File: src/rtl/aib_apb_pkg.sv
// Shared types and constants for the AIB control-bus APB initiator.
//
// Contents:
//   apb_init_state_e  - initiator FSM states (IDLE, ACCESS, RESP)
//   DefaultTimeoutCyc - default access timeout in cycles
//   ErrRdata          - read data returned with an aborted transaction
package aib_apb_pkg;

    typedef enum logic [1:0] {
        IDLE   = 2'd0,
        ACCESS = 2'd1,
        RESP   = 2'd2
    } apb_init_state_e;

    localparam int DefaultTimeoutCyc = 256;

    localparam logic [31:0] ErrRdata = '0;

endpackage

File: src/rtl/aib_apb_initiator.sv
// APB-style initiator for the AIB control register bus.
//
// It accepts single read/write requests from a command source, runs one bus
// access at a time and returns read data and an error flag on a response
// channel. An access that sees no i_pready for TimeoutCyc cycles is aborted
// with an error, and a saturating counter tracks how many were aborted.
//
// Ports:
//   i_clk, i_rst              clock, asynchronous active-high reset
//   i_req_valid/o_req_ready   request handshake
//   i_req_write               1 = write, 0 = read
//   i_req_addr, i_req_wdata   byte address and write data
//   o_rsp_valid/i_rsp_ready   response handshake
//   o_rsp_rdata, o_rsp_err    read data (0 for writes/errors), timeout flag
//   o_penable, o_pwrite       bus strobe and direction
//   o_paddr, o_pwdata         word-aligned bus address and write data
//   i_pready, i_prdata        target completion and read data
//   o_busy                    a transaction is in progress
//   o_err_cnt                 saturating count of timed-out transactions
module aib_apb_initiator
    import aib_apb_pkg::*;
#(
    parameter int TimeoutCyc = DefaultTimeoutCyc,
    parameter int ErrCntW    = 16
) (
    input  logic               i_clk,
    input  logic               i_rst,
    input  logic               i_req_valid,
    output logic               o_req_ready,
    input  logic               i_req_write,
    input  logic [31:0]        i_req_addr,
    input  logic [31:0]        i_req_wdata,
    output logic               o_rsp_valid,
    input  logic               i_rsp_ready,
    output logic [31:0]        o_rsp_rdata,
    output logic               o_rsp_err,
    output logic               o_penable,
    output logic               o_pwrite,
    output logic [31:0]        o_paddr,
    output logic [31:0]        o_pwdata,
    input  logic               i_pready,
    input  logic [31:0]        i_prdata,
    output logic               o_busy,
    output logic [ErrCntW-1:0] o_err_cnt
);

    // Last count value before the access is abandoned; the counter is 16 bits
    // wide, which covers the full legal TimeoutCyc range.
    localparam logic [15:0] TmoLast = 16'(TimeoutCyc - 1);

    apb_init_state_e state;
    apb_init_state_e state_next;
    logic [15:0]     tmo_cnt;
    logic            tmo_hit;

    // The byte-lane bits of the request address never reach the bus.
    logic unused_addr_lsb;
    assign unused_addr_lsb = ^i_req_addr[1:0];

    assign o_req_ready = (state == IDLE);
    assign tmo_hit     = (tmo_cnt == TmoLast);

    always_comb begin
        state_next = state;
        case (state)
            IDLE: begin
                if (i_req_valid) begin
                    state_next = ACCESS;
                end
            end
            ACCESS: begin
                // pready takes priority over an expiring timeout.
                if (i_pready || tmo_hit) begin
                    state_next = RESP;
                end
            end
            RESP: begin
                if (i_rsp_ready) begin
                    state_next = IDLE;
                end
            end
            default: begin
                state_next = IDLE;
            end
        endcase
    end

    always_ff @(posedge i_clk or posedge i_rst) begin
        if (i_rst) begin
            state       <= IDLE;
            tmo_cnt     <= '0;
            o_penable   <= 1'b0;
            o_pwrite    <= 1'b0;
            o_paddr     <= '0;
            o_pwdata    <= '0;
            o_rsp_valid <= 1'b0;
            o_rsp_rdata <= '0;
            o_rsp_err   <= 1'b0;
            o_busy      <= 1'b0;
            o_err_cnt   <= '0;
        end else begin
            state <= state_next;

            // Status outputs are registered from the next state so they line
            // up with the state they describe.
            o_penable   <= (state_next == ACCESS);
            o_rsp_valid <= (state_next == RESP);
            o_busy      <= (state_next != IDLE);

            case (state)
                IDLE: begin
                    if (i_req_valid) begin
                        o_pwrite <= i_req_write;
                        o_paddr  <= {i_req_addr[31:2], 2'b00};
                        o_pwdata <= i_req_wdata;
                    end
                end
                ACCESS: begin
                    if (i_pready) begin
                        // i_prdata is only looked at in the completing cycle.
                        o_rsp_rdata <= o_pwrite ? 32'h0 : i_prdata;
                        o_rsp_err   <= 1'b0;
                        tmo_cnt     <= '0;
                    end else if (tmo_hit) begin
                        o_rsp_rdata <= ErrRdata;
                        o_rsp_err   <= 1'b1;
                        tmo_cnt     <= '0;
                        if (o_err_cnt != {ErrCntW{1'b1}}) begin
                            o_err_cnt <= o_err_cnt + {{(ErrCntW-1){1'b0}}, 1'b1};
                        end
                    end else begin
                        tmo_cnt <= tmo_cnt + 16'd1;
                    end
                end
                default: begin
                end
            endcase
        end
    end

endmodule

File: config.mk
export PLATFORM = sky130hd
export DESIGN_NAME = aib_apb_initiator
export DESIGN_NICKNAME = d
export VERILOG_FILES = /design/src/rtl/aib_apb_pkg.sv /design/src/rtl/aib_apb_initiator.sv
export SDC_FILE = /design/constraint.sdc
export NUM_CORES = 1
export LEC_CHECK = 0
export BUFFER_PORTS_ARGS = -buffer_cell sky130_fd_sc_hd__buf_2
export CORE_MARGIN = 2
export CORE_UTILIZATION = 30
export DETAILED_ROUTE_END_ITERATION = 8
export PLACE_DENSITY_LB_ADDON = 0.12
export SLEW_MARGIN = 20
export SYNTH_ARGS = -nofsm -noshare
export SYNTH_HDL_FRONTEND = slang
export SYNTH_SLANG_ARGS = --single-unit
File: constraint.sdc
create_clock -name i_clk -period 7.8 [get_ports i_clk]
set_input_delay 2.34 -clock i_clk [delete_from_list [all_inputs] [get_ports i_clk]]
set_output_delay 2.34 -clock i_clk [all_outputs]
set_load 0.03 [all_outputs]
======== Yosys cells after proc, flatten, opt, wreduce, memory -nomap -nowiden ========
Cells that the tools add are included.
word-level totals
  register bits after elaboration ......... 133
  word-level logic and storage cells ...... 38
  output and inout port bits .............. 118
operators by class
  $add $sub $neg .......................... 2
  bitwise operators ....................... 1
  equal/unequal tests ..................... 6
  muxes and demuxes ....................... 11
  reductions and logical operators ........ 7
operators by type and width
  kind                   count
  $mux 32                3
  $add 16x1->16 const B  2
  $mux 16                2
  $eq 16x8->1 const B    1
  $ne 16x16->1 const B   1
  $mux 2                 3
  $pmux 2 s3             1
  $eq 2x1->1 const B     2
  $eq 2x2->1 const B     2
  $reduce_and 2->1       2
  $reduce_and 4->1       1
  $reduce_bool 2->1      2
  $logic_not 2->1        1
  $mux 1                 2
  $logic_or 1x1->1       1
  $not 1->1              1

======== Depth between registers and ports, before layout ========
Gate-level depths: netlist of the first run.
  depth in word-level cells ............... 5
  gate-level depth with buffers ........... 7
  depth with buffers taken out ............ 6

======== Least setup slack after synthesis of the first run ========
Ideal clock, no wire load.
  kind .................................... input to register
  start point ............................. input i_req_valid
  end point ............................... register o_paddr[2]
  arrival ................................. 3.333 ns
  setup slack ............................. 4.342 ns
  path buffers ............................ 2
  cell stages on the path ................. 4
  cells stage by stage .................... and2_1 clkbuf_1 buf_2 mux2_2
between the ends
  cells in the longest elaborated chain, start to end .. 1
ends and longest elaborated chain
  element                            RTL line                  text
  start: declaration                 aib_apb_initiator.sv:28   input logic i_req_valid,
  $reduce_and 2->1 (no source line)  n/a
  end signal: assignment             aib_apb_initiator.sv:114  o_paddr <= {i_req_addr[31:2], 2'b00};
  end: declaration                   aib_apb_initiator.sv:39   output logic [31:0] o_paddr,
No other way between the ends.
A chain may end at the register's enable or synchronous reset.

======== Worst setup path in the final report of the first run ========
  start point ............................. input i_pready
  end point ............................... register o_err_cnt[1]
between the ends
  cells in the longest elaborated chain, start to end .. 2
ends and longest elaborated chain
  element                            RTL line                  text
  start: declaration                 aib_apb_initiator.sv:41   input logic i_pready,
  $not 1->1 (no source line)         n/a
  $reduce_and 4->1 (no source line)  n/a
  end signal: assignment             aib_apb_initiator.sv:129  o_err_cnt <= o_err_cnt + {{(ErrCntW-1){1'b0}}, 1'b1};
  end: declaration                   aib_apb_initiator.sv:44   output logic [ErrCntW-1:0] o_err_cnt
No other way between the ends.

==> metrics.csv, run 1 <==
stage,metric,value,unit
floorplanning,row_count,48,
global_route,grt_max_degree,78,
timing,finClkSkew,0.0112,ns
routing,vias,3826,
cells_and_area,area_growth,36.5,%
cells_and_area,drive_gt1_share,52.4,%
logic_synthesis,synth_edf_count,0,
cells_and_area,final_util,41.7,%
logic_synthesis,yosysTopAreaCell,dfrtp_1,
power,power.density,426,nW/um^2
timing,finalSetupTns,0,ns
routing,ant_nets,0,
clock_tree,htreeDepth,4,
global_route,grt_pass1_wl,20.4,mm
worst_setup_path,required,8.10,ns
worst_setup_path,critical_path_arrival,3.93,ns
worst_setup_path,crit_type,in2reg,
min_path,min_to,o_rsp_err$_DFFE_PP0P_,
cells_and_area,nNetsFinal,709,
timing,period_minus_slack,3.63,ns
place,gp_congestion,0.738,
run,drv_cap,0,
timing,finalCritPeriodShare,46.5,%
power,p_leak,0.00357,uW
floorplanning,coreArea,17300,sq um
worst_setup_path,cp_max_fo,12,
routing,wirelength,12.8,mm
logic_synthesis,synthTopCellsByCount,"dfrtp_1, mux2_2, a22o_1, nor2_1, xnor2_1",
routing,drcViolationCount,0,
clock_tree,clkTransAtPathRegs,0.06,ns
logic_synthesis,syn_area_per_cell,13.8,sq um
logic_synthesis,synth_cell_type_count,36,
clock_tree,postCtsHoldBufs,0,
logic_synthesis,synth_area_leaders,"dfrtp_1, mux2_2, a22o_1",
cells_and_area,final_cells,843,
logic_synthesis,ys_seq_elements,133,
timing,tightest_slew,0.874,ns
power,power,3070,uW
worst_setup_path,r2r_start,tmo_cnt[0]$_DFFE_PP0P_,
routing,wl_per_cell,15.2,um
min_path,whs_path_depth,1,
clock_tree,clock_latency,0.41,ns
cells_and_area,antenna_cells,0,
min_path,min_from,o_rsp_err$_DFFE_PP0P_,
worst_setup_path,worstReg2RegEnd,o_err_cnt[1]$_DFFE_PP0P_,
global_route,antenna_found_initial,1,
floorplanning,die_y,137,um
clock_tree,cts_resized,0,
run_status,status,completed,
logic_synthesis,synth_ff_type,dfrtp_1,
cells_and_area,filler_cell_count,1704,
timing,slew_headroom,41.7,%
power,peakVddDrop,0.193,mV
global_route,grt_usage,14.3,%
clock_tree,cts_tree,yes,
clock_tree,cts_made_buffers,17,
global_route,grt_overflow,0,
worst_setup_path,r2r_slack,5.40,ns
timing,hold_violations,0,
floorplanning,die_width,137,um
worst_setup_path,end_kind,flop,
logic_synthesis,async_flop_share,100,%
timing,slew_violations,0,
routing,drt_pass1_iterations,4,
clock_tree,cts_buffer_depth,2,
place,dp_hpwl,9.06,mm
floorplanning,ios,220,
timing,clock.fmax,0.275,GHz
clock_tree,cts_setup_buffers,0,
routing,viasPerCell,4.54,
place,port_buffers,215,
floorplanning,start_util,30.6,%
worst_setup_path,critPathLaunchType,input pin,
place,dpl.cell_count,811,
logic_synthesis,synth_top_area_share,62.9,%
global_route,grt_pass1_vias,3972,
worst_setup_path,r2r_cells,5,
timing,setup_viol,0,
timing,rsz0062_at_grt,false,
logic_synthesis,yosys.cell_count.top_type,dfrtp_1,
routing,drtIter0Drc,149,
logic_synthesis,ys_seq_area_share,62.9,%
clock_tree,clockRootBuffer,clkbuf_16,
logic_synthesis,netlist_area,5290,sq um
min_path,hp-class,reg2reg,
floorplanning,die-area,18700,sq um
timing,hold_slack,0.472,ns
logic_synthesis,syn_inst,384,
logic_synthesis,yosys_warnings,0,
clock_tree,cts_sinks,133,
[flip-flops by register name (all words and copies together), names as in the netlist]
signal	cells
state	2
o_penable	1
o_err_cnt	16
o_pwdata	32
o_rsp_valid	1
o_paddr	30
o_pwrite	1
tmo_cnt	16
o_rsp_err	1
o_rsp_rdata	32
o_busy	1
[routing by layer]
| metal | vias to the layer above | share of wire (%) | track usage, % |
|---|---|---|---|
| met2 | 104 | 52 | 24.0 |
| met4 | 2 | 2.2 | 6.47 |
| met5 | - | 0.10 | 0 |
| met1 | 1905 | 41 | 16.8 |
| met3 | 16 | 5.2 | 4.37 |
| li1 | 1799 | - | - |
[critical path: stages]
cell and delay [ns]:
buf_2 0.15, nand3b_2 0.25, a311oi_2 0.78, mux2_2 0.41
[power by group]
part           total (uW)  internal, uW  switching (uW)
Combinational        1190           419             774
Sequential           1060           935             120
Clock                 824           516             308
Total                3070          1870            1200
[worst max-delay path by stage]
| stage | start | end | slack [ns] | cells after the start |
|---|---|---|---|---|
| 2_1_floorplan | i_rst | o_busy$_DFF_PP0_ | 1.91 | 1 |
| 3_3_place_gp | i_pready | o_err_cnt[13]$_DFFE_PP0P_ | 3.74 | 5 |
| 3_5_place_dp | i_pready | o_err_cnt[1]$_DFFE_PP0P_ | 3.73 | 4 |
| 5_1_grt | i_pready | o_err_cnt[13]$_DFFE_PP0P_ | 4.06 | 5 |
| 6_report | i_pready | o_err_cnt[1]$_DFFE_PP0P_ | 4.17 | 4 |
| 4_1_cts | i_pready | o_err_cnt[1]$_DFFE_PP0P_ | 4.17 | 4 |
[stage by stage]
| step | instance area [sq um] | setup WS [ns] |
|---|---|---|
| after CTS | 7220 | 4.17 |
| after detailed placement | 6600 | 3.73 |
| after floorplan | 5290 | 1.91 |
| final | 7220 | 4.17 |
| after global placement | 6600 | 3.74 |
| after global routing | 7220 | 4.06 |
[cells by family (layout without fill, tap and decap cells)]
kind of cell / Yosys count / in the layout / share of synthesized area (%)
flip-flops: 133 / 133 / 62.9
adder cells (fa/ha/maj): 2 / 2 / 0.473
XOR/XNOR: 26 / 26 / 4.30
other: 1 / 2 / 0.0709
AO/OA/AOI/OAI: 42 / 42 / 6.60
multiplexers: 66 / 66 / 14.0
AND/OR/NAND/NOR: 91 / 91 / 9.46
buffers and inverters: 23 / 256 / 2.13
[layout make-up]
| class | instances | area [sq um] | area share (%) |
|---|---|---|---|
| clock buffer | 19 | 443 | 6.14 |
| clock inverter | 13 | 170 | 2.36 |
| inverter | 5 | 23.8 | 0.329 |
| multi-input combinational | 229 | 1860 | 25.8 |
| sequential | 133 | 3330 | 46.1 |
| tap | 225 | 282 | 3.90 |
| timing repair buffer | 219 | 1110 | 15.4 |
[cells in the final DEF (no fill, tap or decap), types with 2 or more instances in the layout]
cell type and n:
inv_6 5, nor2_1 24, mux2_1 2, nor3_1 5, and3_1 6, nand4_1 15
xnor2_1 22, buf_4 3, mux2_2 64, buf_2 215, nand2b_1 5, conb_1 2
a22o_1 32, nand2_1 17, and2_1 2, xor2_1 4, bufinv_16 3, clkinv_4 2
dfrtp_1 133, ha_1 2, clkbuf_16 17, inv_1 4, nand3_1 6, clkinvlp_4 3
o21ai_0 5, and4_1 2
Note: power is estimated with default switching activity, not from simulation.
==> run 2: changes to the inputs <==
==> constraint.sdc (replaced) <==
create_clock -name i_clk -period 3.15 [get_ports i_clk]
set_input_delay 0.945 -clock i_clk [delete_from_list [all_inputs] [get_ports i_clk]]
set_output_delay 0.945 -clock i_clk [all_outputs]
set_load 0.03 [all_outputs]
==> metrics.csv, run 2 (same netlist as run 1, synthesis figures left out) <==
stage,metric,value,unit
run_status,status,completed,
timing,finClkSkew,0.00791,ns
timing,slew_violations,0,
floorplanning,coreArea,17300,sq um
clock_tree,cts_setup_buffers,0,
timing,setup_viol,0,
place,port_buffers,215,
cells_and_area,antenna_cells,0,
timing,finalCritPeriodShare,68.6,%
cells_and_area,area_growth,36.4,%
global_route,grt_pass1_wl,20.6,mm
global_route,antenna_found_initial,0,
clock_tree,cts_sinks,133,
routing,wirelength,13.1,mm
cells_and_area,nNetsFinal,711,
worst_setup_path,r2r_slack,1.12,ns
worst_setup_path,crit_type,reg2out,
worst_setup_path,worstReg2RegEnd,o_err_cnt[1]$_DFFE_PP0P_,
timing,clock.fmax,0.463,GHz
clock_tree,cts_tree,yes,
worst_setup_path,cp_max_fo,5,
worst_setup_path,critical_path_arrival,1.22,ns
routing,ant_nets,0,
routing,drtIter0Drc,161,
worst_setup_path,crit_path_start,state[0]$_DFF_PP0_,
timing,hold_violations,0,
cells_and_area,final_util,41.7,%
power,peakVddDrop,0.435,mV
routing,wl_per_cell,15.5,um
floorplanning,die_y,137,um
min_path,hp-class,reg2reg,
global_route,grt_usage,14.6,%
worst_setup_path,r2r_cells,6,
timing,hold_slack,0.481,ns
routing,viasPerCell,4.53,
timing,slew_headroom,62.4,%
routing,drt_pass1_iterations,4,
clock_tree,clockRootBuffer,clkbuf_16,
place,dp_hpwl,9.22,mm
power,p_leak,0.00356,uW
worst_setup_path,required,2.20,ns
floorplanning,ios,220,
cells_and_area,filler_cell_count,1678,
global_route,grt_overflow,0,
clock_tree,postCtsHoldBufs,0,
cells_and_area,top_regs,"o_pwdata: 32 flops, o_rsp_rdata: 32 flops, o_paddr: 30 flops",
cells_and_area,final_common_cell,buf_2,
global_route,grt_pass1_vias,3994,
cells_and_area,final_cell_mix,"buf_2, dfrtp_1, mux2_2",
clock_tree,htreeDepth,4,
routing,vias,3832,
cells_and_area,drive_gt1_share,52.6,%
place,gp_congestion,0.730,
floorplanning,row_count,48,
clock_tree,clock_latency,0.41,ns
clock_tree,cts_buffer_depth,2,
routing,drcViolationCount,0,
floorplanning,start_util,30.6,%
run,drv_cap,0,
timing,finalSetupTns,0,ns
worst_setup_path,r2r_start,tmo_cnt[0]$_DFFE_PP0P_,
timing,period_minus_slack,2.16,ns
floorplanning,die-area,18700,sq um
worst_setup_path,end_kind,output pin,
power,power.density,1040,nW/um^2
min_path,whs_path_depth,1,
clock_tree,cts_made_buffers,17,
worst_setup_path,critPathLaunchType,flop,
timing,tightest_slew,0.564,ns
timing,rsz0062_at_grt,false,
clock_tree,cts_resized,0,
global_route,grt_max_degree,106,
floorplanning,die_width,137,um
worst_setup_path,critPathCapture,o_req_ready,
clock_tree,clkTransAtPathRegs,0.06,ns
## run 2: cell type report
| cell class | count | area, sq um | share of cell area, % |
|---|---|---|---|
| clock inverter | 11 | 101 | 1.41 |
| sequential | 133 | 3330 | 46.1 |
| clock buffer | 21 | 470 | 6.52 |
| tap | 225 | 282 | 3.90 |
| inverter | 5 | 22.5 | 0.312 |
| multi-input combinational | 229 | 1860 | 25.8 |
| timing repair buffer | 221 | 1150 | 15.9 |
## run 2: worst min path at each step
stage,slack [ns],end,start
3_5_place_dp,0.47,o_rsp_err$_DFFE_PP0P_,o_rsp_err$_DFFE_PP0P_
6_report,0.48,o_rsp_err$_DFFE_PP0P_,o_rsp_err$_DFFE_PP0P_
2_1_floorplan,0.48,tmo_cnt[1]$_DFFE_PP0P_,tmo_cnt[1]$_DFFE_PP0P_
4_1_cts,0.49,o_rsp_err$_DFFE_PP0P_,o_rsp_err$_DFFE_PP0P_
3_3_place_gp,0.46,o_rsp_err$_DFFE_PP0P_,o_rsp_err$_DFFE_PP0P_
5_1_grt,0.49,o_rsp_err$_DFFE_PP0P_,o_rsp_err$_DFFE_PP0P_
## run 2: per-stage QoR
step | total power [uW] | instance area, sq um | setup slack, ns | instances
final | 7480 | 7210 | 0.989 | 845
after floorplan | 4730 | 5300 | 0.554 | 385
after global placement | 5620 | 6640 | 0.865 | 813
after detailed placement | 5670 | 6640 | 0.820 | 813
after global routing | 7900 | 7210 | 0.878 | 845
after CTS | 7610 | 7210 | 0.923 | 845
## run 2: power by group
group | internal, uW | switching, uW
Clock | 1150 | 739
Combinational | 1050 | 1920
Sequential | 2320 | 307
## run 2: metal layers
layer / global-route usage, % / share of wire [%]
met5: 0 / 0
met4: 6.41 / 1.8
met3: 5.15 / 6.6
met2: 23.6 / 50
met1: 17.5 / 41
## run 2: worst max-delay path: stages (launching register included)
cell and delay (ns):
dfrtp_1 0.42, nor2_1 0.16, buf_2 0.23
